File: src/rtl/hub_arbiter.sv
// rtl/hub_arbiter.sv - two-requester round-robin arbiter for one shared slave port
// Ownership is held per burst, released on last or after MAX_BEATS transfers.
module hub_arbiter #(
  parameter int DATA_WIDTH = 4,
  parameter int ADDR_WIDTH = 32,
  parameter int MAX_BEATS  = 8
) (
  input  logic                  clk,
  input  logic                  rst_n,
  input  logic                  m0_valid,
  input  logic                  m0_last,
  input  logic [ADDR_WIDTH-1:0] m0_addr,
  input  logic [DATA_WIDTH-1:0] m0_wdata,
  output logic                  m0_ready,
  output logic [DATA_WIDTH-1:0] m0_rdata,
  input  logic                  m1_valid,
  input  logic                  m1_last,
  input  logic [ADDR_WIDTH-1:0] m1_addr,
  input  logic [DATA_WIDTH-1:0] m1_wdata,
  output logic                  m1_ready,
  output logic [DATA_WIDTH-1:0] m1_rdata,
  output logic                  s_valid,
  output logic                  s_last,
  output logic [ADDR_WIDTH-1:0] s_addr,
  output logic [DATA_WIDTH-1:0] s_wdata,
  input  logic                  s_ready,
  input  logic [DATA_WIDTH-1:0] s_rdata,
  output logic                  owner,
  output logic                  busy
);

  localparam int CNT_W = $clog2(MAX_BEATS);
  localparam logic [CNT_W-1:0] CNT_MAX = CNT_W'(MAX_BEATS - 1);

  typedef enum logic [1:0] {IDLE, OWN0, OWN1} state_t;

  state_t           state_q, state_d;
  logic [CNT_W-1:0] cnt_q, cnt_d;
  logic             last_winner_q, last_winner_d;

  logic cur_valid, cur_last, oth_valid;

  assign cur_valid = (state_q == OWN1) ? m1_valid : m0_valid;
  assign cur_last  = (state_q == OWN1) ? m1_last  : m0_last;
  assign oth_valid = (state_q == OWN1) ? m0_valid : m1_valid;

  always_ff @(posedge clk or negedge rst_n) begin
    if (!rst_n) begin
      state_q       <= IDLE;
      cnt_q         <= '0;
      last_winner_q <= 1'b1;
    end else begin
      state_q       <= state_d;
      cnt_q         <= cnt_d;
      last_winner_q <= last_winner_d;
    end
  end

  always_comb begin
    state_d       = state_q;
    cnt_d         = cnt_q;
    last_winner_d = last_winner_q;
    case (state_q)
      IDLE: begin
        // On a tie the requester that did not win last time gets the slave.
        if (m0_valid && m1_valid) state_d = last_winner_q ? OWN0 : OWN1;
        else if (m0_valid)        state_d = OWN0;
        else if (m1_valid)        state_d = OWN1;
      end
      OWN0, OWN1: begin
        if (cur_valid && s_ready) begin
          if (cur_last || cnt_q == CNT_MAX) begin
            cnt_d         = '0;
            last_winner_d = (state_q == OWN1);
            if (oth_valid) state_d = (state_q == OWN1) ? OWN0 : OWN1;
            else           state_d = IDLE;
          end else begin
            cnt_d = cnt_q + CNT_W'(1);
          end
        end
      end
      default: state_d = IDLE;
    endcase
  end

  always_comb begin
    m0_ready = 1'b0;
    m0_rdata = '0;
    m1_ready = 1'b0;
    m1_rdata = '0;
    s_valid  = 1'b0;
    s_last   = 1'b0;
    s_addr   = '0;
    s_wdata  = '0;
    owner    = 1'b0;
    busy     = 1'b0;
    case (state_q)
      OWN0: begin
        s_valid  = m0_valid;
        s_last   = m0_last;
        s_addr   = m0_addr;
        s_wdata  = m0_wdata;
        m0_ready = s_ready;
        m0_rdata = s_rdata;
        busy     = 1'b1;
      end
      OWN1: begin
        s_valid  = m1_valid;
        s_last   = m1_last;
        s_addr   = m1_addr;
        s_wdata  = m1_wdata;
        m1_ready = s_ready;
        m1_rdata = s_rdata;
        busy     = 1'b1;
        owner    = 1'b1;
      end
      default: ;
    endcase
  end

endmodule

File: config.mk
export PLATFORM = sky130hd
export DESIGN_NAME = hub_arbiter
export DESIGN_NICKNAME = d
export VERILOG_FILES = /design/src/rtl/hub_arbiter.sv
export SDC_FILE = /design/constraint.sdc
export NUM_CORES = 1
export LEC_CHECK = 0
export CORE_MARGIN = 2
export CORE_UTILIZATION = 25
export CTS_CLUSTER_DIAMETER = 50
export DETAILED_ROUTE_END_ITERATION = 12
export DONT_BUFFER_PORTS = 1
export GPL_ROUTABILITY_DRIVEN = 0
export GPL_TIMING_DRIVEN = 0
export PLACE_DENSITY = 0.43
export RECOVER_POWER = 50
export SLEW_MARGIN = 20
export SYNTH_ARGS = -nofsm -noshare
export SYNTH_HDL_FRONTEND = slang
export SYNTH_SLANG_ARGS = --single-unit
File: constraint.sdc
create_clock -name clk -period 4.85 [get_ports clk]
set_input_delay 0.97 -clock clk [delete_from_list [all_inputs] [get_ports clk]]
set_output_delay 0.97 -clock clk [all_outputs]
set_load 0.005 [all_outputs]
### Word-level counts from Yosys, hierarchy flattened

Cells that the tools add are included.

* reduce and logical (&&, ||, !) cells: 8
* $add $sub $neg: 1
* equal/unequal tests: 6
* mux-type cells: 23

Operator list (number)
* case mux 32 bit (2 select lines): 1
* 2-to-1 mux 2 bit: 8
* 2-to-1 mux 4 bit: 2
* case mux 4 bit (2 select lines): 1
* 2-to-1 mux 1 bit: 7
* AND reduction 3 bit: 2
* inequality test 2 x 1 -> 1 bit, second input constant: 2
* inequality test 4 bit, second input constant: 1
* case mux 1 bit (2 select lines): 2
* case mux 2 bit (2 select lines): 1
* adder 3 x 1 -> 3 bit, second input constant: 1
* equality test 3 bit, second input constant: 1
* 2-to-1 mux 3 bit: 1
* equality test 2 x 1 -> 1 bit, second input constant: 1
* equality test 2 bit, second input constant: 1
* logical AND 1 bit: 2
* zero test 2 bit: 1
* AND reduction 2 bit: 1
* OR reduction 2 bit: 1
* logical OR 1 bit: 1

* output and inout bits: 50
* flip-flop bits (word level): 6
* input port bits: 83
* logic and storage cells: 41

### Longest topological paths before layout

* depth after elaboration: 6
* gate-level depth with buffers: 6
* gate-level depth less buffers: 6

### Worst setup path before layout

Ideal clock, no wire load.

* kind: register to output
* from: reg state_q[1]
* to: out s_addr[18]
* required time: 3880 ps
* cell stages (with the launch flop): 6
* buffers on the path: 2
* data arrival time: 1445 ps
* slack: 2435 ps
* path through: dfrtp_1 > inv_1 > ha_1 > clkbuf_1 > clkbuf_1 > nor2b_1

* word-level cells in the longest chain between the ends: 2
* elaborated cells between the ends (all ways): 3
* those cells by class: eq/ne: 2; mux: 1

RTL lines
* from (decl): line 37 `state_t state_q, state_d;`
* from (signal assigned): line 53 `state_q <= state_d;`
* equality test 2 bit or equality test 2 x 1 -> 1 bit (tied branches): line 97 `case (state_q)`
* case mux 32 bit (2 select lines) (*): line 97
* to (decl): line 24 `output logic [ADDR_WIDTH-1:0] s_addr,`

Every way passes the cells marked *; elsewhere a longest branch is shown, timed or not.

### Final worst setup path

* from: reg state_q[0]
* to: out s_addr[18]

Same word-level chain as after synthesis.

==> results.md <==
- Status: finished clean
- VDD IR max: 0.154 mV
- Worst Setup End Kind: output pin
- Slew Limit Fails: 0
- Vias in the first global route: 1143
- Crit path time final: 3.06 ns
- Routed vias/inst: about 5.7
- Type of the worst min-delay path: input pin to async pin
- Worst Path Max Fanout: 10
- Initial antenna violation count: 0
- Clk_skew: slightly below 0.001 ns
- Die W: between 70 and 80 µm
- Most common cell on crit path: clkbuf_1
- Post-CTS sizing: 0
- Power share of the combinational group: 0.780
- Seq cells post-synth: 6
- Final Hold Vio Count: 0
- Avg WL per Cell: 17.8 µm
- CTS Sinks: 6
- Die area: 4910 µm²
- Pwr dens: 625 nW/µm²
- R2r worst-path depth: 6
- Seq pwr share: 0.116
- Post-route ant nets: 0
- DRT Wirelength: about 3500 µm
- Register area share after synthesis: 0.139
- # diodes: 0
- Initial DRC Count: 45
- Hold_buf cts: 0
- Worst Setup SP: state_q[0]$_DFFE_PN0P_
- CP Buf/Inv Count: 3
- Port Buffers: 0
- CP delay by family, top: buffers and inverters
- FF-to-FF Start: state_q[0]$_DFFE_PN0P_
- Clock buffer depth: 2
- Int Pwr: 379 µW
- Syn nets: 232
- P&R area growth vs syn: 9.16%
- RR Endpoint: state_q[1]$_DFFE_PN0P_
- First drt pass iteration count: 4
- Core area: 4290 µm²
- Largest net degree at the start of global routing: 11
- # DRC: 0
- Most frequent cells in the layout: 39 x nor2b_1, 38 x a22oi_1, 11 x clkbuf_1, 11 x and2_0, 7 x ha_1
- Slew @ Worst Pin: 0.449 ns
- Ports: 133
- Initial core utilization: 0.254
- Unrepaired setup endpoints after global routing: false
- Setup crit start kind: flip-flop
- Post-Syn Area: roughly 1100 µm²
- Die Span Y: ~70 µm
- Global-route wire length before repair: 5300 µm
- Setup TNS: 0 ns
- Most common cell after layout, fill and taps aside: nor2b_1
- Final core utilization: 0.278
- GRT Util Overall: 0.132
- Critical path class: flip-flop to output pin
- Hpwl dp: 3040 µm
- Worst-path clk slew: roughly 0.04 ns
- Setup bufs post-CTS: 0
- Sw Pwr: 366 µW
- Root Driver: clkbuf_8
- Via Count: about 1100
- CTS tree: yes
- Leak: 0.398 nW
- Std cell rows: 24
- Clock power frac: 0.104
- Global route overflow: 0
- Skew-Pair Late Insertion Delay: ~0.22 ns
- Distinct cells, synth: 26
- Slowest-stage cell, CP: ha_1
- WP data arrival: 2.09 ns
- Crit path depth: 5
- Max Fclk: 0.327 GHz
- Critical path endpoint: s_addr[18]
- Cells after synthesis: ~140
- Critical path required time: 3.88 ns
- Relative slew slack: 0.698
- Final Cycle Share: 0.631
- Critical-path cell list: inv_1 > ha_1 > clkbuf_1 > clkbuf_1 > nor2b_1
- Yosys warning count: 0
- Maxcap violations: 0
- Setup Viol. Count Final: 0
- Worst stage delay on the critical path: around 0.48 ns
- Nets: 237
- Layout cells sized above 1: 0.0753
- Register-to-Register Setup Slack: 2.98 ns
- Avg Cell Area, Syn: 7.69 µm²
- CTS buffer count: 3
- H-tree depth: 1
- Sw frac: 0.492
## synth_stat cells, drive strengths merged
| master | n | area share |
|---|---|---|
| inv | 2 | 0.0069 |
| o311ai | 1 | 0.015 |
| o21bai | 1 | 0.0069 |
| nand3 | 1 | 0.0092 |
| a21boi | 1 | 0.0069 |
| mux2i | 3 | 0.027 |
| nand2 | 5 | 0.017 |
| dfrtp | 5 | 0.11 |
| buf | 3 | 0.014 |
| a22oi | 38 | 0.27 |
| a22o | 1 | 0.0080 |
| dfstp | 1 | 0.024 |
| nor2 | 2 | 0.0069 |
| nor3 | 1 | 0.0092 |
| nand3b | 1 | 0.0069 |
| mux2 | 2 | 0.024 |
| nand2b | 2 | 0.011 |
| a21oi | 1 | 0.0046 |
| clkbuf | 10 | 0.034 |
| and2 | 11 | 0.063 |
| nor3b | 1 | 0.0069 |
| nor2b | 39 | 0.22 |
| o21ai | 3 | 0.014 |
| ha | 7 | 0.080 |
## worst min-delay path by stage
stage	start	end	slack, ns	depth (start not counted)
final	rst_n	cnt_q[0]$_DFFE_PN0P_	0.45	0
after global routing	rst_n	cnt_q[0]$_DFFE_PN0P_	0.44	0
after CTS	rst_n	cnt_q[0]$_DFFE_PN0P_	0.44	0
after detailed placement	cnt_q[1]$_DFFE_PN0P_	cnt_q[1]$_DFFE_PN0P_	0.49	2
after global placement	cnt_q[2]$_DFFE_PN0P_	cnt_q[2]$_DFFE_PN0P_	0.47	2
after floorplan	cnt_q[1]$_DFFE_PN0P_	cnt_q[1]$_DFFE_PN0P_	0.45	2
## per-layer routing
metal  vias up  track usage  part of all wire
met3         2       0.0317             0.052
li1        523            -                 -
met5         -            0                 0
met4         0       0.0192            0.0071
met1       542        0.138              0.37
met2        60        0.268              0.57
## per-stage QoR
step                instance area (µm²)  power [mW]  worst slack, ns  hold WS [ns]  cells
floorplan                          1090       0.558             2.43         0.454    142
global placement                   1160       0.659             2.08         0.474    194
detailed placement                 1160       0.686             1.96         0.495    194
CTS                                1200       0.769             1.69         0.441    198
global route                       1190       0.821             1.63         0.435    198
finish                             1190       0.745             1.79         0.446    198
## area by class of cell
cell class | instances | area, µm²
plain buffers | 13 | 52.6
fillers | 476 | 3100
multi-input cells | 121 | 871
flip-flops and latches | 6 | 151
clock buffers | 4 | 45.0
well taps | 52 | 65.1
inverters | 2 | 7.51
## power groups by stage
stage / Sequential (mW) / Combinational (mW) / Clock (mW)
after floorplan: 0.0844 / 0.474 / 0
after global placement: 0.0862 / 0.573 / 0
after detailed placement: 0.0878 / 0.598 / 0
after CTS: 0.0872 / 0.602 / 0.0794
after global routing: 0.0898 / 0.648 / 0.0830
final: 0.0866 / 0.581 / 0.0773
## state kept, by name, indices dropped and copies added, names as in the netlist
name           cells
cnt_q              3
last_winner_q      1
state_q            2
## cell families after synthesis
logic type	Yosys count	synth area share
AND/OR/NAND/NOR	63	0.354
AO/OA/AOI/OAI	46	0.321
buffers and inverters	15	0.0550
adder cells (fa/ha/maj)	7	0.0802
flip-flops	6	0.139
multiplexers	5	0.0515
Note: power is estimated with default switching activity, not from simulation.
